[config.mk]
export PLATFORM = sky130hd
export DESIGN_NAME = pipe_add64
export DESIGN_NICKNAME = d
export VERILOG_FILES = /design/src/rtl/pipe_add64.sv
export SDC_FILE = /design/constraint.sdc
export NUM_CORES = 1
export LEC_CHECK = 0
export ABC_AREA = 1
export BUFFER_PORTS_ARGS = -buffer_cell sky130_fd_sc_hd__buf_2
export CAP_MARGIN = 10
export CORE_ASPECT_RATIO = 0.5
export CORE_MARGIN = 4
export CORE_UTILIZATION = 52
export CTS_CLUSTER_DIAMETER = 80
export DETAILED_ROUTE_END_ITERATION = 10
export GPL_ROUTABILITY_DRIVEN = 0
export PLACE_DENSITY = 0.75
export RECOVER_POWER = 25
export SLEW_MARGIN = 25
export SYNTH_ARGS = -nofsm -noshare
export SYNTH_HDL_FRONTEND = slang
export SYNTH_SLANG_ARGS = --single-unit
[constraint.sdc]
create_clock -name clk -period 4.3 [get_ports clk]
set_input_delay 0.215 -clock clk [delete_from_list [all_inputs] [get_ports clk]]
set_output_delay 0.215 -clock clk [all_outputs]
set_load 0.005 [all_outputs]
[src/rtl/pipe_add64.sv]
// Pipelined carry-segmented adder: each stage resolves one SLICE-bit segment and
// registers the carry into the next, so the critical path is a single segment.

module pipe_add64_seg #(
    parameter int SLICE = 16
) (
    input  logic [SLICE-1:0] a_i,
    input  logic [SLICE-1:0] b_i,
    input  logic             c_i,
    output logic [SLICE-1:0] s_o,
    output logic             c_o
);
    localparam int NQ = SLICE / 4;

    logic [4:0] t;
    logic       cy;

    // Plain chain of 4-bit ripple slices; no lookahead between them.
    always_comb begin
        cy  = c_i;
        t   = '0;
        s_o = '0;
        for (int q = 0; q < NQ; q++) begin
            t             = {1'b0, a_i[4*q +: 4]} + {1'b0, b_i[4*q +: 4]} + {4'b0, cy};
            s_o[4*q +: 4] = t[3:0];
            cy            = t[4];
        end
        c_o = cy;
    end
endmodule

module pipe_add64 #(
    parameter int WIDTH = 64,
    parameter int SLICE = 16
) (
    input  logic             clk,
    input  logic             rst_n,
    input  logic             in_valid,
    output logic             in_ready,
    input  logic [WIDTH-1:0] a,
    input  logic [WIDTH-1:0] b,
    input  logic             cin,
    output logic             out_valid,
    input  logic             out_ready,
    output logic [WIDTH-1:0] sum,
    output logic             cout
);
    localparam int STAGES = WIDTH / SLICE;

    logic                         rdy_q;
    logic [STAGES:0]              vld_pipe;
    logic [STAGES-1:0]            stage_ready;
    logic [STAGES-1:0]            cy_pipe;
    logic [STAGES-1:0][WIDTH-1:0] sum_pipe;
    logic [STAGES-1:0][WIDTH-1:0] a_pipe;
    logic [STAGES-1:0][WIDTH-1:0] b_pipe;
    logic                         unused_ops;

    // Keeps in_ready low during reset and for the first edge after release.
    always_ff @(posedge clk or negedge rst_n) begin
        if (!rst_n) rdy_q <= 1'b0;
        else        rdy_q <= 1'b1;
    end

    assign vld_pipe[0] = in_valid && rdy_q;
    assign in_ready    = rdy_q && stage_ready[0];

    // An empty stage accepts regardless of downstream, which collapses bubbles.
    always_comb begin
        stage_ready            = '0;
        stage_ready[STAGES-1]  = !vld_pipe[STAGES] || out_ready;
        for (int k = STAGES - 2; k >= 0; k--)
            stage_ready[k] = !vld_pipe[k+1] || stage_ready[k+1];
    end

    for (genvar k = 0; k < STAGES; k++) begin : g_stg
        logic [WIDTH-1:0] a_in, b_in, s_in, s_d;
        logic             c_in, seg_c;
        logic [SLICE-1:0] seg_s;
        logic             v_q, c_q;
        logic [WIDTH-1:0] s_q, a_q, b_q;

        if (k == 0) begin : g_head
            assign a_in = a;
            assign b_in = b;
            assign s_in = '0;
            assign c_in = cin;
        end else begin : g_body
            assign a_in = a_pipe[k-1];
            assign b_in = b_pipe[k-1];
            assign s_in = sum_pipe[k-1];
            assign c_in = cy_pipe[k-1];
        end

        pipe_add64_seg #(.SLICE(SLICE)) u_seg (
            .a_i (a_in[SLICE*k +: SLICE]),
            .b_i (b_in[SLICE*k +: SLICE]),
            .c_i (c_in),
            .s_o (seg_s),
            .c_o (seg_c)
        );

        always_comb begin
            s_d                    = s_in;
            s_d[SLICE*k +: SLICE]  = seg_s;
        end

        always_ff @(posedge clk or negedge rst_n) begin
            if (!rst_n) begin
                v_q <= 1'b0;
                c_q <= 1'b0;
                s_q <= '0;
                a_q <= '0;
                b_q <= '0;
            end else if (stage_ready[k]) begin
                v_q <= vld_pipe[k];
                c_q <= seg_c;
                s_q <= s_d;
                a_q <= a_in;
                b_q <= b_in;
            end
        end

        assign vld_pipe[k+1] = v_q;
        assign cy_pipe[k]    = c_q;
        assign sum_pipe[k]   = s_q;
        assign a_pipe[k]     = a_q;
        assign b_pipe[k]     = b_q;
    end

    // Last stage's operand copies have no consumer.
    assign unused_ops = ^{a_pipe[STAGES-1], b_pipe[STAGES-1]};

    assign out_valid = vld_pipe[STAGES];
    assign sum       = sum_pipe[STAGES-1];
    assign cout      = cy_pipe[STAGES-1];
endmodule

# After elaboration in Yosys (flattened, before gate mapping)

Index checks and enable logic that the tools add are counted.

Add/subtract/negate cells: 32
Reductions and logical operators: 10

Operators with widths:

| cell              | count |
|---|---|
| $add 4x4->5       | 16 |
| $add 5x1->5       | 16 |
| $logic_not 1->1   | 4 |
| $logic_or 1x1->1  | 4 |
| $logic_and 1x1->1 | 2 |

Register bits: 553
Output and inout bits: 67
Logic and storage cells: 61

# Logic depth before layout (Yosys ltp)

Word-level depth: 6
Mapped depth: 22

# Modules after synthesis

Synthesis repeated with hierarchy kept, for this count alone.

Cell total of the unflattened synthesis: 1814
Area total of the unflattened synthesis: 15992.8 sq um

Modules (own cells, without submodules):

| module                              | cells each | seq. area each (sq um) | area each (sq um) | instances |
|---|---|---|---|---|
| pipe_add64                          | 1500       | 9033.7                 | 13658.1           | 1 |
| pipe_add64_seg (g_stg[0].u_seg ...) | 79         | 0.0                    | 586.8             | 2 |
| pipe_add64_seg (g_stg[2].u_seg ...) | 78         | 0.0                    | 580.6             | 2 |

# Worst setup path after synthesis

No wires, ideal clock.

Path kind: register -> register
Start point: reg g_stg[1].c_q
End point: reg g_stg[2].s_q[46]
Library setup time: 133 ps
Data required time: 4167 ps
Path buffers: 0
Slack: -128 ps
Arrival time: 4295 ps
Cell stages (with the launch flop): 22
Cells stage by stage: dfrtp_1 inv_1 fa_1 inv_1 fa_1 a21oi_1 o21bai_1 fa_1 fa_1 a21oi_1 o21bai_1 fa_1 fa_1 a21oi_1 o21bai_1 fa_1 inv_1 fa_1 inv_1 or2_2 nand3_1 o21ai_0

Cells in the longest elaborated chain, start to end: 4

Ends and longest elaborated chain:

| what                      | line | text |
|---|---|---|
| from (decl)               | 80   | `logic v_q, c_q;` |
| from (signal assigned)    | 117  | `c_q <= seg_c;` |
| $add 5x1->5 (4 in series) | 24   | `t = {1'b0, a_i[4*q +: 4]} + {1'b0, b_i[4*q +: 4]} + {4'b0, cy};` |
| to (signal assigned)      | 112  | `s_q <= '0;` |
| to (signal assigned)      | 118  | `s_q <= s_d;` |
| to (decl)                 | 81   | `logic [WIDTH-1:0] s_q, a_q, b_q;` |

No other way between the ends.
A chain may end at the register's enable or synchronous reset.

# Worst setup path in the final report

Start point: reg g_stg[1].b_q[32]
End point: reg g_stg[2].s_q[46]

Cells in the longest elaborated chain, start to end: 5

Ends and longest elaborated chain:

| what                      | line | text |
|---|---|---|
| from (decl)               | 81   |  |
| from (signal assigned)    | 120  | `b_q <= b_in;` |
| $add 4x4->5               | 24   |  |
| $add 5x1->5 (4 in series) | 24   |  |

No other way between the ends.

==> flow_summary.yaml <==
run:
  max_cap_viol_count: 1
pwr:
  p_per_area_nw_per_um2: 451
  ir_worst_vdd_v: 0.000296
  p_leak_nw: 9.68
  power_mw: 8.58
finish:
  area_growth_pct: 22.5
  antennaDiodeCount: 0
  drive_above_1_share_pct: 14.8
  utilization_pct: 65.2
  final_cell_area_sq_um: 19000
  finalNetCount: 2172
logic_synthesis:
  netlist_instances: 1668
  synth.distinct_cells: 28
  synthTopCellsByArea: "dfrtp_1, nand2_1, o21ai_0"
  synth_edf_count: 0
  ys.warnings.count: 0
  yosys_register_bits: 361
  yosysSeqAreaShare_pct: 58.1
  synthTopCellsByCount: "nand2_1, dfrtp_1, o21ai_0, inv_1, o21ai_1"
  yosys_most_used_dff: "dfrtp_1"
  syn-cell-area_sq_um: 15500
  syn-num-nets: 1881
  yosysMostFrequentCell: "nand2_1"
  synth_top_area_share_pct: 58.1
  synth.avg_cell_area_sq_um: 9.32
  synth_top_area_cell: "dfrtp_1"
  synth-async-reset-ratio_pct: 100
clocking:
  cts-root-buf: "clkbuf_16"
  cts_tree: "built"
  h-tree-depth: 2
  clk_pin_slew_worst_paths_ps: 70
  cts_made_buffers: 34
  clk_path_buf_depth: 3
  clkLatencyLatePin_ps: 520
  cts_sinks: 361
detailed_routing:
  totalWireLength_mm: 36.0
  drt_first_iter_violations: 814
  top_layer: "met4"
  drt_first_pass_iters: 5
  wl_met1_mm: 16.0
  vias: 11800
  drc: 0
  met2WireLength_mm: 17.7
  wl_met3_mm: 1.47
  via_per_inst: 4.96
  wl_per_cell_um: 15.2
  postRouteAntennaNets: 0
run_status:
  outcome: "finished, violations left"
  violations: "capacitance limit, slew limit, setup timing"
timing:
  rsz0062_at_grt: "true"
  min_period_ps: 4420
  worst_slack_ps: -120
  setup_viol_count_final: 1
  finalHoldViolCount: 0
  skew_ps: 25.5
  hold_slack_ps: 83.2
  max_freq_mhz: 226
  post-route-period-util_pct: 103
  tightest_slew_ps: 2920
  setup-tns-final_ps: -120
  slew_violations: 114
  max_slew_margin_pct: -94.5
global_route:
  antenna_found_initial: 0
  grt_overflow: 0
  grt_pass1_wl_mm: 59.4
  track_usage_pct: 22.4
  grt_pass1_vias: 11900
  grt_max_degree: 116
floorplanning:
  top_level_ports: 200
  dieArea_sq_um: 32900
  die_x_um: 253
  die_h_um: 130
  start_util_pct: 53.2
  coreArea_sq_um: 29200
  rows: 44
worst_setup_path:
  crit_fanout: 2
  worst_ep_required_time_ps: 4660
  worstPathArrival_ps: 4780
  end_kind: "flop"
  startpoint_type: "flop"
  critPathKind: "flop to flop"
place:
  placed_area_sq_um: 16900
  port_buffers: 199
  dpl.hpwl_mm: 22.0
worst_hold_path:
  holdCritPathClass: "input port to flop"
==> metrics by stage <==
stage | worst slack (ps) | cells
6_report | -120 | 2373
4_1_cts | -127 | 2367
3_5_place_dp | -427 | 2207
2_1_floorplan | -32.4 | 1668
5_1_grt | -236 | 2373
3_3_place_gp | -322 | 2207
==> cells by family after synthesis <==
logic type	share of synthesized area, %
simple gates	18.3
buf+inv	6.29
compound gates	8.55
fa+ha+maj	7.98
flops	58.1
xor+xnor	0.732
other cells	0.0241
==> repair_timing <==
| item | in CTS | in global routing |
|---|---|---|
| buffers inserted | 3 | 5 |
| pin swaps | 6 | 5 |
| setup endpoints to repair | 11 | 10 |
| hold endpoints to repair | 209 | 0 |
| hold buffers | 98 | 0 |
| gates resized for setup | 36 | 10 |
==> critical path: stages, from the launching register on <==
cell,delay [ps]
dfrtp_1,380
inv_2,70
fa_2,240
inv_2,60
fa_2,370
a21oi_2,140
o21bai_1,80
fa_2,360
fa_2,360
a21oi_2,150
o21bai_1,80
fa_2,360
fa_2,360
a21oi_2,130
o21bai_1,80
fa_2,350
inv_2,60
fa_2,180
inv_2,40
or2_4,220
nand3_2,60
o21ai_1,90
==> sequential cells by signal, indices dropped and copies added, names as in the netlist <==
signal and flops:
g_stg.c_q 3, g_stg.v_q 3, g_stg.b_q 96, out_valid 1
rdy_q 1, cout 1, g_stg.s_q 96, g_stg.a_q 96
sum 64
==> cell type report <==
| type | count | area [sq um] |
|---|---|---|
| Fill cell | 2349 | 10200 |
| Sequential cell | 361 | 9030 |
| Multi-Input combinational cell | 1085 | 5660 |
| Timing Repair Buffer | 331 | 2220 |
| Clock buffer | 46 | 957 |
| Inverter | 146 | 554 |
| Tap cell | 391 | 489 |
| Clock inverter | 13 | 135 |
==> worst paths after layout <==
kind	cells after the start	slack [ps]	to	startpoint
worst min register to register	2	460	g_stg[1].s_q[0]$_DFFE_PN0P_	g_stg[0].s_q[0]$_DFFE_PN0N_
worst max-delay path	21	-120	g_stg[2].s_q[46]$_DFFE_PN0P_	g_stg[1].b_q[32]$_DFFE_PN0P_
worst max register to register	21	-120	g_stg[2].s_q[46]$_DFFE_PN0P_	g_stg[1].b_q[32]$_DFFE_PN0P_
max in group asynchronous	3	1100	g_stg[2].b_q[58]$_DFFE_PN0P_	rst_n
worst min-delay path	4	80	g_stg[0].s_q[13]$_DFFE_PN0N_	b[13]
min in group asynchronous	2	1220	g_stg[0].s_q[13]$_DFFE_PN0N_	rst_n
==> placed cells by master, fill, tap and decap left out, types with 35 or more instances in the layout <==
cell type | Yosys | layout
dfrtp_1 | 361 | 361
ha_1 | 48 | 48
clkbuf_16 | 0 | 35
inv_1 | 143 | 133
nand3_1 | 45 | 44
o21ai_1 | 59 | 63
clkbuf_1 | 23 | 59
o21ai_0 | 158 | 153
nand2_1 | 665 | 663
buf_2 | 30 | 146
dlygate4sd3_1 | 0 | 98
==> layer usage <==
metal / vias up / GRT usage [%]
met2: 218 / 38.3
met5: - / 0
li1: 5798 / -
met4: 0 / 6.91
met3: 60 / 3.72
met1: 5689 / 29.9
==> where the power goes <==
part	switching (mW)	total (mW)	internal (mW)
registers	0.266	4.16	3.90
logic	0.808	1.42	0.616
clock network	1.30	3.00	1.69
Note: power is estimated with default switching activity, not from simulation.
